**src/rtl/apb_regfile_ws_if.sv**
```systemverilog
// APB bus bundle for apb_regfile_ws: master drives the request, slave returns completion.
interface apb_regfile_ws_if #(
  parameter int unsigned DATA_WIDTH = 32
) ();
  localparam int unsigned STRB_W = DATA_WIDTH / 8;

  logic [31:0]           paddr;
  logic [2:0]            pprot;
  logic                  psel;
  logic                  penable;
  logic                  pwrite;
  logic [DATA_WIDTH-1:0] pwdata;
  logic [STRB_W-1:0]     pstrb;
  logic                  pready;
  logic [DATA_WIDTH-1:0] prdata;
  logic                  pslverr;

  modport master (
    output paddr, pprot, psel, penable, pwrite, pwdata, pstrb,
    input  pready, prdata, pslverr
  );

  modport slave (
    input  paddr, pprot, psel, penable, pwrite, pwdata, pstrb,
    output pready, prdata, pslverr
  );
endinterface

```
**src/rtl/apb_regfile_ws.sv**
```systemverilog
// APB slave register file with wait states, byte strobes, read-only/privileged masks
// and a hardware-side register view with per-register write pulses.
module apb_regfile_ws #(
  parameter logic [31:0]       BASE_ADDR   = 32'h0,
  parameter int unsigned       DATA_WIDTH  = 32,
  parameter int unsigned       N_REGS      = 8,
  parameter int unsigned       WAIT_STATES = 0,
  parameter logic [N_REGS-1:0] RO_MASK     = '0,
  parameter logic [N_REGS-1:0] PRIV_MASK   = '0
) (
  input  logic                         i_pclk,
  input  logic                         i_preset,
  apb_regfile_ws_if.slave              bus,
  output logic [N_REGS*DATA_WIDTH-1:0] o_reg_out,
  output logic [N_REGS-1:0]            o_wr_pulse
);
  localparam int unsigned STRIDE = DATA_WIDTH / 8;
  localparam int unsigned STRB_W = DATA_WIDTH / 8;
  localparam int unsigned OFF_W  = $clog2(STRIDE);
  localparam int unsigned IDX_W  = (N_REGS > 1) ? $clog2(N_REGS) : 1;
  localparam int unsigned WCNT_W = 4;

  typedef enum logic {S_IDLE, S_ACCESS} state_t;

  state_t                r_state;
  state_t                w_state_n;
  logic [WCNT_W-1:0]     r_wcnt;
  logic [WCNT_W-1:0]     w_wcnt_n;
  logic [IDX_W-1:0]      r_idx;
  logic                  r_err;
  logic                  r_write;
  logic [DATA_WIDTH-1:0] r_regs [N_REGS];
  logic [N_REGS-1:0]     r_wr_pulse;
  logic                  w_setup;
  logic                  w_done;
  logic [31:0]           w_off;
  logic [IDX_W-1:0]      w_idx;
  logic                  w_in_range;
  logic                  w_aligned;
  logic                  w_err;
  logic                  w_unused;

  // Address decode and error classification, evaluated during the setup phase
  assign w_off      = bus.paddr - BASE_ADDR;
  assign w_idx      = IDX_W'(w_off >> OFF_W);
  assign w_in_range = (bus.paddr >= BASE_ADDR) && (w_off < 32'(N_REGS * STRIDE));
  assign w_aligned  = (bus.paddr[OFF_W-1:0] == '0);
  assign w_err      = !w_in_range || !w_aligned ||
                      (bus.pwrite && RO_MASK[w_idx]) ||
                      (PRIV_MASK[w_idx] && !bus.pprot[0]);
  assign w_unused   = ^bus.pprot[2:1];

  always_ff @(posedge i_pclk or posedge i_preset) begin
    if (i_preset) begin
      r_state <= S_IDLE;
      r_wcnt  <= '0;
    end else begin
      r_state <= w_state_n;
      r_wcnt  <= w_wcnt_n;
    end
  end

  always_comb begin
    w_state_n = r_state;
    w_wcnt_n  = r_wcnt;
    w_setup   = 1'b0;
    w_done    = 1'b0;
    case (r_state)
      S_IDLE: begin
        if (bus.psel && !bus.penable) begin
          w_state_n = S_ACCESS;
          w_wcnt_n  = WCNT_W'(WAIT_STATES);
          w_setup   = 1'b1;
        end
      end
      S_ACCESS: begin
        // Dropping psel mid-access abandons the transfer silently
        if (!bus.psel) begin
          w_state_n = S_IDLE;
        end else if (bus.penable) begin
          if (r_wcnt != '0) begin
            w_wcnt_n = r_wcnt - WCNT_W'(1);
          end else begin
            w_done    = 1'b1;
            w_state_n = S_IDLE;
          end
        end
      end
      default: w_state_n = S_IDLE;
    endcase
  end

  always_ff @(posedge i_pclk or posedge i_preset) begin
    if (i_preset) begin
      r_idx      <= '0;
      r_err      <= 1'b0;
      r_write    <= 1'b0;
      r_wr_pulse <= '0;
      for (int unsigned i = 0; i < N_REGS; i++) begin
        r_regs[i] <= DATA_WIDTH'(i);
      end
    end else begin
      r_wr_pulse <= '0;
      if (w_setup) begin
        r_idx   <= w_idx;
        r_err   <= w_err;
        r_write <= bus.pwrite;
      end
      // Write data and strobes are taken on the completing edge
      if (w_done && r_write && !r_err) begin
        for (int unsigned b = 0; b < STRB_W; b++) begin
          if (bus.pstrb[b]) begin
            r_regs[r_idx][8*b +: 8] <= bus.pwdata[8*b +: 8];
          end
        end
        r_wr_pulse[r_idx] <= 1'b1;
      end
    end
  end

  assign bus.pready  = w_done;
  assign bus.pslverr = w_done && r_err;
  assign bus.prdata  = (w_done && !r_err && !r_write) ? r_regs[r_idx] : '0;

  assign o_wr_pulse = r_wr_pulse;

  for (genvar g = 0; g < N_REGS; g++) begin : g_reg_out
    assign o_reg_out[g*DATA_WIDTH +: DATA_WIDTH] = r_regs[g];
  end
endmodule

```
**src/flat_wrapper.sv**
```systemverilog
// flat-port wrapper written by rule: the top's interface ports become plain ports
module apb_regfile_ws_flat 
#(
  parameter logic [31:0]       BASE_ADDR   = 32'h0,
  parameter int unsigned       DATA_WIDTH  = 32,
  parameter int unsigned       N_REGS      = 8,
  parameter int unsigned       WAIT_STATES = 0,
  parameter logic [N_REGS-1:0] RO_MASK     = '0,
  parameter logic [N_REGS-1:0] PRIV_MASK   = '0
)
  (i_pclk, i_preset, o_reg_out, o_wr_pulse, bus_paddr, bus_pprot, bus_psel, bus_penable, bus_pwrite, bus_pwdata, bus_pstrb, bus_pready, bus_prdata, bus_pslverr);
  apb_regfile_ws_if #(.DATA_WIDTH(DATA_WIDTH)) bus_i ();
  input  logic i_pclk;
  input  logic i_preset;
  output logic [N_REGS*DATA_WIDTH-1:0] o_reg_out;
  output logic [N_REGS-1:0] o_wr_pulse;
  input wire logic [$bits(bus_i.paddr)-1:0] bus_paddr;
  input wire logic [$bits(bus_i.pprot)-1:0] bus_pprot;
  input wire logic [$bits(bus_i.psel)-1:0] bus_psel;
  input wire logic [$bits(bus_i.penable)-1:0] bus_penable;
  input wire logic [$bits(bus_i.pwrite)-1:0] bus_pwrite;
  input wire logic [$bits(bus_i.pwdata)-1:0] bus_pwdata;
  input wire logic [$bits(bus_i.pstrb)-1:0] bus_pstrb;
  output wire logic [$bits(bus_i.pready)-1:0] bus_pready;
  output wire logic [$bits(bus_i.prdata)-1:0] bus_prdata;
  output wire logic [$bits(bus_i.pslverr)-1:0] bus_pslverr;
  assign bus_i.paddr = bus_paddr;
  assign bus_i.pprot = bus_pprot;
  assign bus_i.psel = bus_psel;
  assign bus_i.penable = bus_penable;
  assign bus_i.pwrite = bus_pwrite;
  assign bus_i.pwdata = bus_pwdata;
  assign bus_i.pstrb = bus_pstrb;
  assign bus_pready = bus_i.pready;
  assign bus_prdata = bus_i.prdata;
  assign bus_pslverr = bus_i.pslverr;
  apb_regfile_ws #(.BASE_ADDR(BASE_ADDR), .DATA_WIDTH(DATA_WIDTH), .N_REGS(N_REGS), .WAIT_STATES(WAIT_STATES), .RO_MASK(RO_MASK), .PRIV_MASK(PRIV_MASK)) u_core (.i_pclk(i_pclk), .i_preset(i_preset), .bus(bus_i), .o_reg_out(o_reg_out), .o_wr_pulse(o_wr_pulse));
endmodule
```
**config.mk**
```make
export PLATFORM = sky130hd
export DESIGN_NAME = apb_regfile_ws_flat
export DESIGN_NICKNAME = d
export VERILOG_FILES = /design/src/rtl/apb_regfile_ws_if.sv /design/src/rtl/apb_regfile_ws.sv /design/src/flat_wrapper.sv
export SDC_FILE = /design/constraint.sdc
export NUM_CORES = 1
export LEC_CHECK = 0
export BUFFER_PORTS_ARGS = -buffer_cell sky130_fd_sc_hd__buf_2
export CELL_PAD_IN_SITES_DETAIL_PLACEMENT = 0
export CELL_PAD_IN_SITES_GLOBAL_PLACEMENT = 1
export CORE_MARGIN = 4
export CORE_UTILIZATION = 35
export CTS_BUF_LIST = sky130_fd_sc_hd__clkbuf_8
export CTS_CLUSTER_DIAMETER = 200
export DETAILED_ROUTE_END_ITERATION = 6
export GPL_ROUTABILITY_DRIVEN = 0
export PLACE_DENSITY = 0.72
export SYNTH_ARGS = -nofsm -noshare
export SYNTH_HDL_FRONTEND = slang
export SYNTH_SLANG_ARGS = --single-unit
```
**constraint.sdc**
```tcl
create_clock -name i_pclk -period 7.2 [get_ports i_pclk]
set_input_delay 0 -clock i_pclk [delete_from_list [all_inputs] [get_ports i_pclk]]
set_output_delay 0 -clock i_pclk [all_outputs]
set_load 0.1 [all_outputs]
```
==> results of run 1 <==
-- routing by layer --
layer / vias up / global-route usage [%] / wire (um)
li1: 4121 / - / -
met1: 4852 / 28.8 / 17500
met2: 401 / 35.5 / 19800
met4: 0 / 6.30 / 942
met5: - / 0 / 0
met3: 83 / 4.63 / 2720
-- Yosys cell counts, types with 2 or more instances --
cell type                  count  area share [%]
sky130_fd_sc_hd__dfstp_2      12             2.7
sky130_fd_sc_hd__o221ai_1     31             2.3
sky130_fd_sc_hd__inv_1        11            0.35
sky130_fd_sc_hd__nor4_1       37             2.0
sky130_fd_sc_hd__nand3_1       3            0.13
sky130_fd_sc_hd__o21ai_0       2           0.085
sky130_fd_sc_hd__o22ai_1      97             5.1
sky130_fd_sc_hd__nand2_1       7            0.22
sky130_fd_sc_hd__or3_1         2            0.11
sky130_fd_sc_hd__or3b_2        3            0.22
sky130_fd_sc_hd__dfrtp_1     262              55
sky130_fd_sc_hd__nor2_4        8            0.76
sky130_fd_sc_hd__mux2_1       18             1.7
sky130_fd_sc_hd__a21oi_1       3            0.13
sky130_fd_sc_hd__nor2_1       13            0.41
sky130_fd_sc_hd__a22o_1        3            0.22
sky130_fd_sc_hd__nand4_4       4            0.72
sky130_fd_sc_hd__nand4_1       2            0.11
sky130_fd_sc_hd__nor2b_1       4            0.21
sky130_fd_sc_hd__clkbuf_1     25            0.79
sky130_fd_sc_hd__nor2_2       24             1.3
sky130_fd_sc_hd__buf_2        12            0.51
sky130_fd_sc_hd__and3_1        2            0.11
sky130_fd_sc_hd__mux2_2      242              23
sky130_fd_sc_hd__buf_4         5            0.32
sky130_fd_sc_hd__nand3b_1      3            0.19
-- placed cells by master (no fill, tap or decap), types with 24 or more instances in the layout --
master	n
sky130_fd_sc_hd__buf_2	370
sky130_fd_sc_hd__dfrtp_1	262
sky130_fd_sc_hd__mux2_2	242
sky130_fd_sc_hd__o22ai_1	97
sky130_fd_sc_hd__clkbuf_8	59
sky130_fd_sc_hd__dlygate4sd3_1	44
sky130_fd_sc_hd__nor4_1	37
sky130_fd_sc_hd__o221ai_1	31
sky130_fd_sc_hd__inv_1	28
sky130_fd_sc_hd__nor2_2	24
-- power by group --
part	total (mW)	internal (mW)	switching, mW
clock network	1.35	0.735	0.619
logic	0.509	0.155	0.354
registers	1.59	1.56	0.0259
-- stage by stage --
step                hold slack [ps]  instances
floorplan                       135        846
global placement                234       1633
detailed placement              239       1633
CTS                            53.9       1761
global route                   77.2       1761
finish                         94.3       1761
-- layout make-up --
type / count / share of cell area, %
clock buffer: 59 / 5.24
clock inverter: 25 / 0.678
inverter: 11 / 0.291
multi-input combinational: 519 / 30.5
sequential: 274 / 44.3
tap: 448 / 3.62
timing repair buffer: 425 / 15.4
-- worst register-to-register path: cells and delay by family (launching register included) --
kind | cells | cell delay [ps]
mux | 1 | 410
flops | 1 | 490
simple gates | 2 | 1420
buf+inv | 1 | 590
-- logic make-up after synthesis --
kind of cell,synth area share [%]
simple gates,6.71
flops,58.2
buf+inv,1.97
fa+ha+maj,0.106
compound gates,8.19
mux,24.9
-- final timing paths --
check | start | to | slack, ps | cells after the start
worst max-delay path | u_core.r_wcnt[0] | bus_prdata[9] | 3100 | 7
worst min-delay path | bus_pstrb[3] | u_core.o_reg_out[60] | 90 | 4
worst max register to register | u_core.r_idx[1] | u_core.o_reg_out[165] | 4170 | 4
worst min register to register | u_core.o_reg_out[189] | u_core.o_reg_out[189] | 520 | 1
max in group asynchronous | i_preset | u_core.o_reg_out[86] | 5560 | 5
min in group asynchronous | i_preset | u_core.o_reg_out[167] | 230 | 4
-- what timing repair did --
item	CTS	global route
endpoints found under the hold margin	318	0
hold buffers	44	0
gates resized for setup	0	0
-- registers in the layout (all words and copies together), names as in the netlist --
register and flops:
u_core.o_reg_out 256, u_core.o_wr_pulse 8, u_core.r_err 1, u_core.r_idx 3
u_core.r_state 1, u_core.r_wcnt 4, u_core.r_write 1
==> summary.md, run 1 <==
| Metric | Value |
|---|---|
| Storage element area | `0.00687 mm2` |
| Highest clock frequency the design can meet | `244 MHz` |
| Setup_tns | `0 ps` |
| Slowest stage delay, CP | `970 ps` |
| Worst slew margin | `27.6%` |
| Post-Synthesis Net Count | `923` |
| Maximum buffer depth of the clock tree | `3` |
| Clock Skew | `10.5 ps` |
| TritonCTS Buffers | `47` |
| EDFF count, synth | `0` |
| Post-route minimum period | `4100 ps` |
| Critical path data arrival time | `4100 ps` |
| Via count | `9457` |
| Height of the die | `192 um` |
| Register bit total from synthesis | `274` |
| Number of failing hold endpoints at the final stage | `0` |
| Number of distinct library cell variants in the gate-level netlist after synthesis | `37` |
| Pwr Density | `223 mW/mm2` |
| Fraction of layout cells with a size suffix above 1 | `56.8%` |
| Maximum fanout encountered on the critical timing path | `32` |
| First-pass GRT wire length | `60800 um` |
| Initial Util | `35.3%` |
| Setup-failing EPs final | `0` |
| Final design area excluding fillers | `0.0155 mm2` |
| Startpoint types | `flip-flop` |
| Number of input and output port buffers inserted | `370` |
| Slowest cell on the critical path | `sky130_fd_sc_hd__and3_2` |
| Average instance area after synthesis | `14.0 um2` |
| Clock transition at the registers of the reported paths | `60 ps` |
| Overall global routing resource usage | `21.6%` |
| Filler Cell Count | `3029` |
| Number of global-route vias before repair | `9817` |
| Clock insertion delay at the later pin of the skew report | `540 ps` |
| Post-layout nets | `1355` |
| Core region area | `0.0334 mm2` |
| Placement Cell Area | `0.0141 mm2` |
| Post-synthesis cell area | `0.0118 mm2` |
| Number of clock sinks | `274` |
| Post-detailed-routing wire length | `41000 um` |
| Remaining Overflow, GRT | `0` |
| Buf+Inv Stages, Crit Path | `2` |
| IO Count | `374` |
| Core utilization of the finished layout | `46.3%` |
| Post-detailed-route DRC marker count | `0` |
| Count of nets left with antenna violations after detail routing | `0` |
| Asr flop ratio synth | `100%` |
| Multi-input gate area in the final layout | `0.00472 mm2` |
| Most common flop cell mapped by yosys | `sky130_fd_sc_hd__dfrtp_1` |
| Pin count of the biggest net entering global routing | `153` |
| Max-capacitance violation count | `0` |
| Pins over their slew limit | `0` |
| Final worst-path setup slack | `3100 ps` |
| Min-Delay Path Class | `primary input to flip-flop` |
| Clock tree from TritonCTS | `yes` |
| Sequential area share after synthesis | `58.2%` |
| Pre-CTS WS | `3740 ps` |
| Warning count from the yosys run | `0` |
| Overall die area | `0.0368 mm2` |
| Final period utilization | `57.0%` |
| Vias per cell | `5.37` |
| Endpoint class of the critical path | `output port` |
| Data required, critical path | `7200 ps` |
| Cell at the root of the clock tree | `sky130_fd_sc_hd__clkbuf_8` |
| Worst setup path class | `flip-flop to output port` |
| Post-CTS repair timing setup buffer count | `0` |
| First-pass DRT Iterations | `4` |
| Relative area change from synthesis to final layout | `31.2%` |
| Standby leakage power | `8.32 nW` |
| Row count | `67` |
| Cell class contributing the biggest share of worst-path delay | `simple AND/OR/NAND/NOR gates` |
| Estimated wirelength of the detail-placed design | `27100 um` |
| Run status | `finished clean` |
| Antenna diodes | `0` |
| DR iter-0 viols | `449` |
| Count of mapped cells out of synthesis | `846` |
| Critical Path, Cell by Cell | `inv_1 > ha_1 > and4b_1 > and3_2 > o221ai_1 > nor4_1 > buf_2` |
| Tot Pwr | `3.45 mW` |
| Die width | `192 um` |
| Mean routed wirelength per cell | `23.3 um` |
| Level count of the clock H-tree | `2` |
| Largest vdd supply drop | `0.130 mV` |
| Initial antenna violation count | `0` |
| Unrepaired setup endpoints after global routing | `false` |
| Worst Tran Pin Value | `1080 ps` |
(Power assumes the default switching activity.)
==> run 2, diff against run 1 <==
==> constraint.sdc (replaced) <==
create_clock -name i_pclk -period 3.34 [get_ports i_pclk]
set_input_delay 0 -clock i_pclk [delete_from_list [all_inputs] [get_ports i_pclk]]
set_output_delay 0 -clock i_pclk [all_outputs]
set_load 0.1 [all_outputs]
==> summary.md, run 2 (synthesized netlist as in run 1, its figures left out) <==
| Metric | Value |
|---|---|
| Final period utilization | `94.0%` |
| Level count of the clock H-tree | `2` |
| IO Count | `374` |
| Flip-flop count of the largest register after layout | `256` |
| Pins over their slew limit | `0` |
| DR iter-0 viols | `404` |
| Number of instances in the placed design | `1649` |
| Number of input and output port buffers inserted | `370` |
| Die width | `192 um` |
| Filler Cell Count | `3009` |
| Height of the die | `192 um` |
| Clock tree from TritonCTS | `yes` |
| Core region area | `0.0334 mm2` |
| Clock Skew | `17.1 ps` |
| Final design area excluding fillers | `0.0164 mm2` |
| Most common cell after layout, fill and taps aside | `sky130_fd_sc_hd__buf_2` |
| Count of nets left with antenna violations after detail routing | `0` |
| First-pass GRT wire length | `63900 um` |
| Proportion of power drawn by the clock network | `40.0%` |
| Cell mode on critical path | `sky130_fd_sc_hd__buf_12` |
| Number of global-route vias before repair | `10.0k` |
| Mean routed wirelength per cell | `24.1 um` |
| Worst setup path class | `flip-flop to output port` |
| Highest clock frequency the design can meet | `319 MHz` |
| Standby leakage power | `8.54 nW` |
| Sequential Power Share | `44.0%` |
| Startpoint types | `flip-flop` |
| Via count | `9619` |
| Worst Tran Pin Value | `975 ps` |
| Overall global routing resource usage | `22.8%` |
| Slowest stage delay, CP | `480 ps` |
| Endpoint class of the critical path | `output port` |
| Row count | `67` |
| Fraction of power consumed by combinational cells | `16.0%` |
| Vias per cell | `5.40` |
| Cell Int Power | `5.50 mW` |
| Placement Cell Area | `0.0150 mm2` |
| Final cell count without fillers | `1782` |
| Critical path data arrival time | `3140 ps` |
| Clock insertion delay at the later pin of the skew report | `560 ps` |
| Power spent charging and discharging nets | `2.29 mW` |
| Initial antenna violation count | `2` |
| Setup-failing EPs final | `0` |
| Run status | `finished clean` |
| Min-Delay Path Class | `primary input to flip-flop` |
| Maximum buffer depth of the clock tree | `3` |
| Most frequent cells in the layout | `sky130_fd_sc_hd__buf_2, sky130_fd_sc_hd__dfrtp_1, sky130_fd_sc_hd__mux2_2` |
| Estimated wirelength of the detail-placed design | `29000 um` |
| Post-CTS repair timing setup buffer count | `0` |
| Slowest cell on the critical path | `sky130_fd_sc_hd__nor4_2` |
| Post-detailed-routing wire length | `42900 um` |
| Relative area change from synthesis to final layout | `39.1%` |
| Post-layout nets | `1375` |
| Number of clock sinks | `274` |
| Tot Pwr | `7.79 mW` |
| Fraction of power spent switching nets | `29.4%` |
| Data required, critical path | `3340 ps` |
| Overall die area | `0.0368 mm2` |
| Post-route minimum period | `3140 ps` |
| First-pass DRT Iterations | `5` |
| Post-detailed-route DRC marker count | `0` |
| Worst slew margin | `34.8%` |
| Number of failing hold endpoints at the final stage | `0` |
| Critical Path, Cell by Cell | `inv_1 > ha_1 > and4b_2 > and3_2 > buf_12 > o221ai_1 > nor4_2 > buf_12` |
| Max-capacitance violation count | `0` |
| Maximum fanout encountered on the critical timing path | `32` |
| Clock transition at the registers of the reported paths | `60 ps` |
| Pwr Density | `474 mW/mm2` |
| Cell at the root of the clock tree | `sky130_fd_sc_hd__clkbuf_8` |
| TritonCTS Buffers | `48` |
| Unrepaired setup endpoints after global routing | `false` |
| Initial Util | `35.3%` |
| Fraction of layout cells with a size suffix above 1 | `60.0%` |
| Remaining Overflow, GRT | `0` |
| Largest vdd supply drop | `0.320 mV` |
| Pin count of the biggest net entering global routing | `102` |
==> run 2: cell types whose count changed in the layout (fill, tap and decap cells not counted), moves of 7 or more <==
cell	previous run	this run
sky130_fd_sc_hd__buf_12	1	35
sky130_fd_sc_hd__nor4_2	0	30
sky130_fd_sc_hd__buf_4	10	23
sky130_fd_sc_hd__buf_2	370	339
sky130_fd_sc_hd__clkbuf_8	59	66
sky130_fd_sc_hd__nor4_1	37	6
==> run 2: power by group through the flow <==
stage	Clock [mW]	Sequential (mW)	Combinational [mW]
floorplan	0	3.53	0.692
global placement	0	3.48	1.17
CTS	3.20	3.42	1.24
global route	3.34	3.43	1.32
detailed placement	0	3.48	1.18
finish	3.12	3.43	1.24
==> run 2: metal layers <==
layer  up-vias  global-route usage (%)  routed length [um]
met1      4958                    30.8               18300
li1       4168                       -                   -
met2       402                    36.4               20100
met4         4                    6.66                1090
met5         -                       0                  22
met3        87                    5.96                3360
==> run 2: what timing repair did <==
item / CTS / global route
gates resized for setup: 1 / 1
gates cloned: 0 / 0
setup endpoints to repair: 1 / 1
hold endpoints to repair: 298 / 0
hold buffers: 47 / 0
==> run 2: final cells by class <==
type	count	area, um2	share of cell area, %
multi-input cells	519	4920	30.0
clock buffers	66	908	5.53
diodes	1	2.50	0.0152
flip-flops and latches	274	6870	41.8
well taps	448	561	3.41
inverters	11	45.0	0.274
repair buffers	444	3040	18.5
clock inverters	19	83.8	0.510
==> run 2: path summary, 6_finish.rpt <==
path / start / endpoint / slack (ps) / depth (start not counted)
max: u_core.r_wcnt[0] / bus_prdata[16] / 200 / 8
min: bus_pstrb[3] / u_core.o_reg_out[60] / 60 / 4
max reg2reg: u_core.r_wcnt[0] / u_core.o_reg_out[139] / 780 / 6
min reg2reg: u_core.o_reg_out[125] / u_core.o_reg_out[125] / 510 / 1
max in group asynchronous: i_preset / u_core.o_reg_out[43] / 2070 / 4
min in group asynchronous: i_preset / u_core.o_reg_out[101] / 210 / 3
==> run 2: per-stage QoR <==
step / setup TNS (ps) / utilization (%) / setup WS [ps] / hold WS (ps)
global placement: 0 / 44.7 / 618 / 234
finish: 0 / 49.1 / 201 / 62.6
floorplan: -71680 / - / -274 / 135
CTS: 0 / 49.1 / 165 / 32.9
detailed placement: 0 / 44.7 / 571 / 236
global route: 0 / 49.1 / 23.6 / 61.0
==> run 2: worst max-delay path: cells and delay by family (launching register included) <==
| family | cells | cell delay (ps) |
|---|---|---|
| buffers and inverters | 3 | 590 |
| AO/OA/AOI/OAI | 1 | 190 |
| AND/OR/NAND/NOR | 3 | 1170 |
| flip-flops | 1 | 400 |
| adder cells (fa/ha/maj) | 1 | 200 |
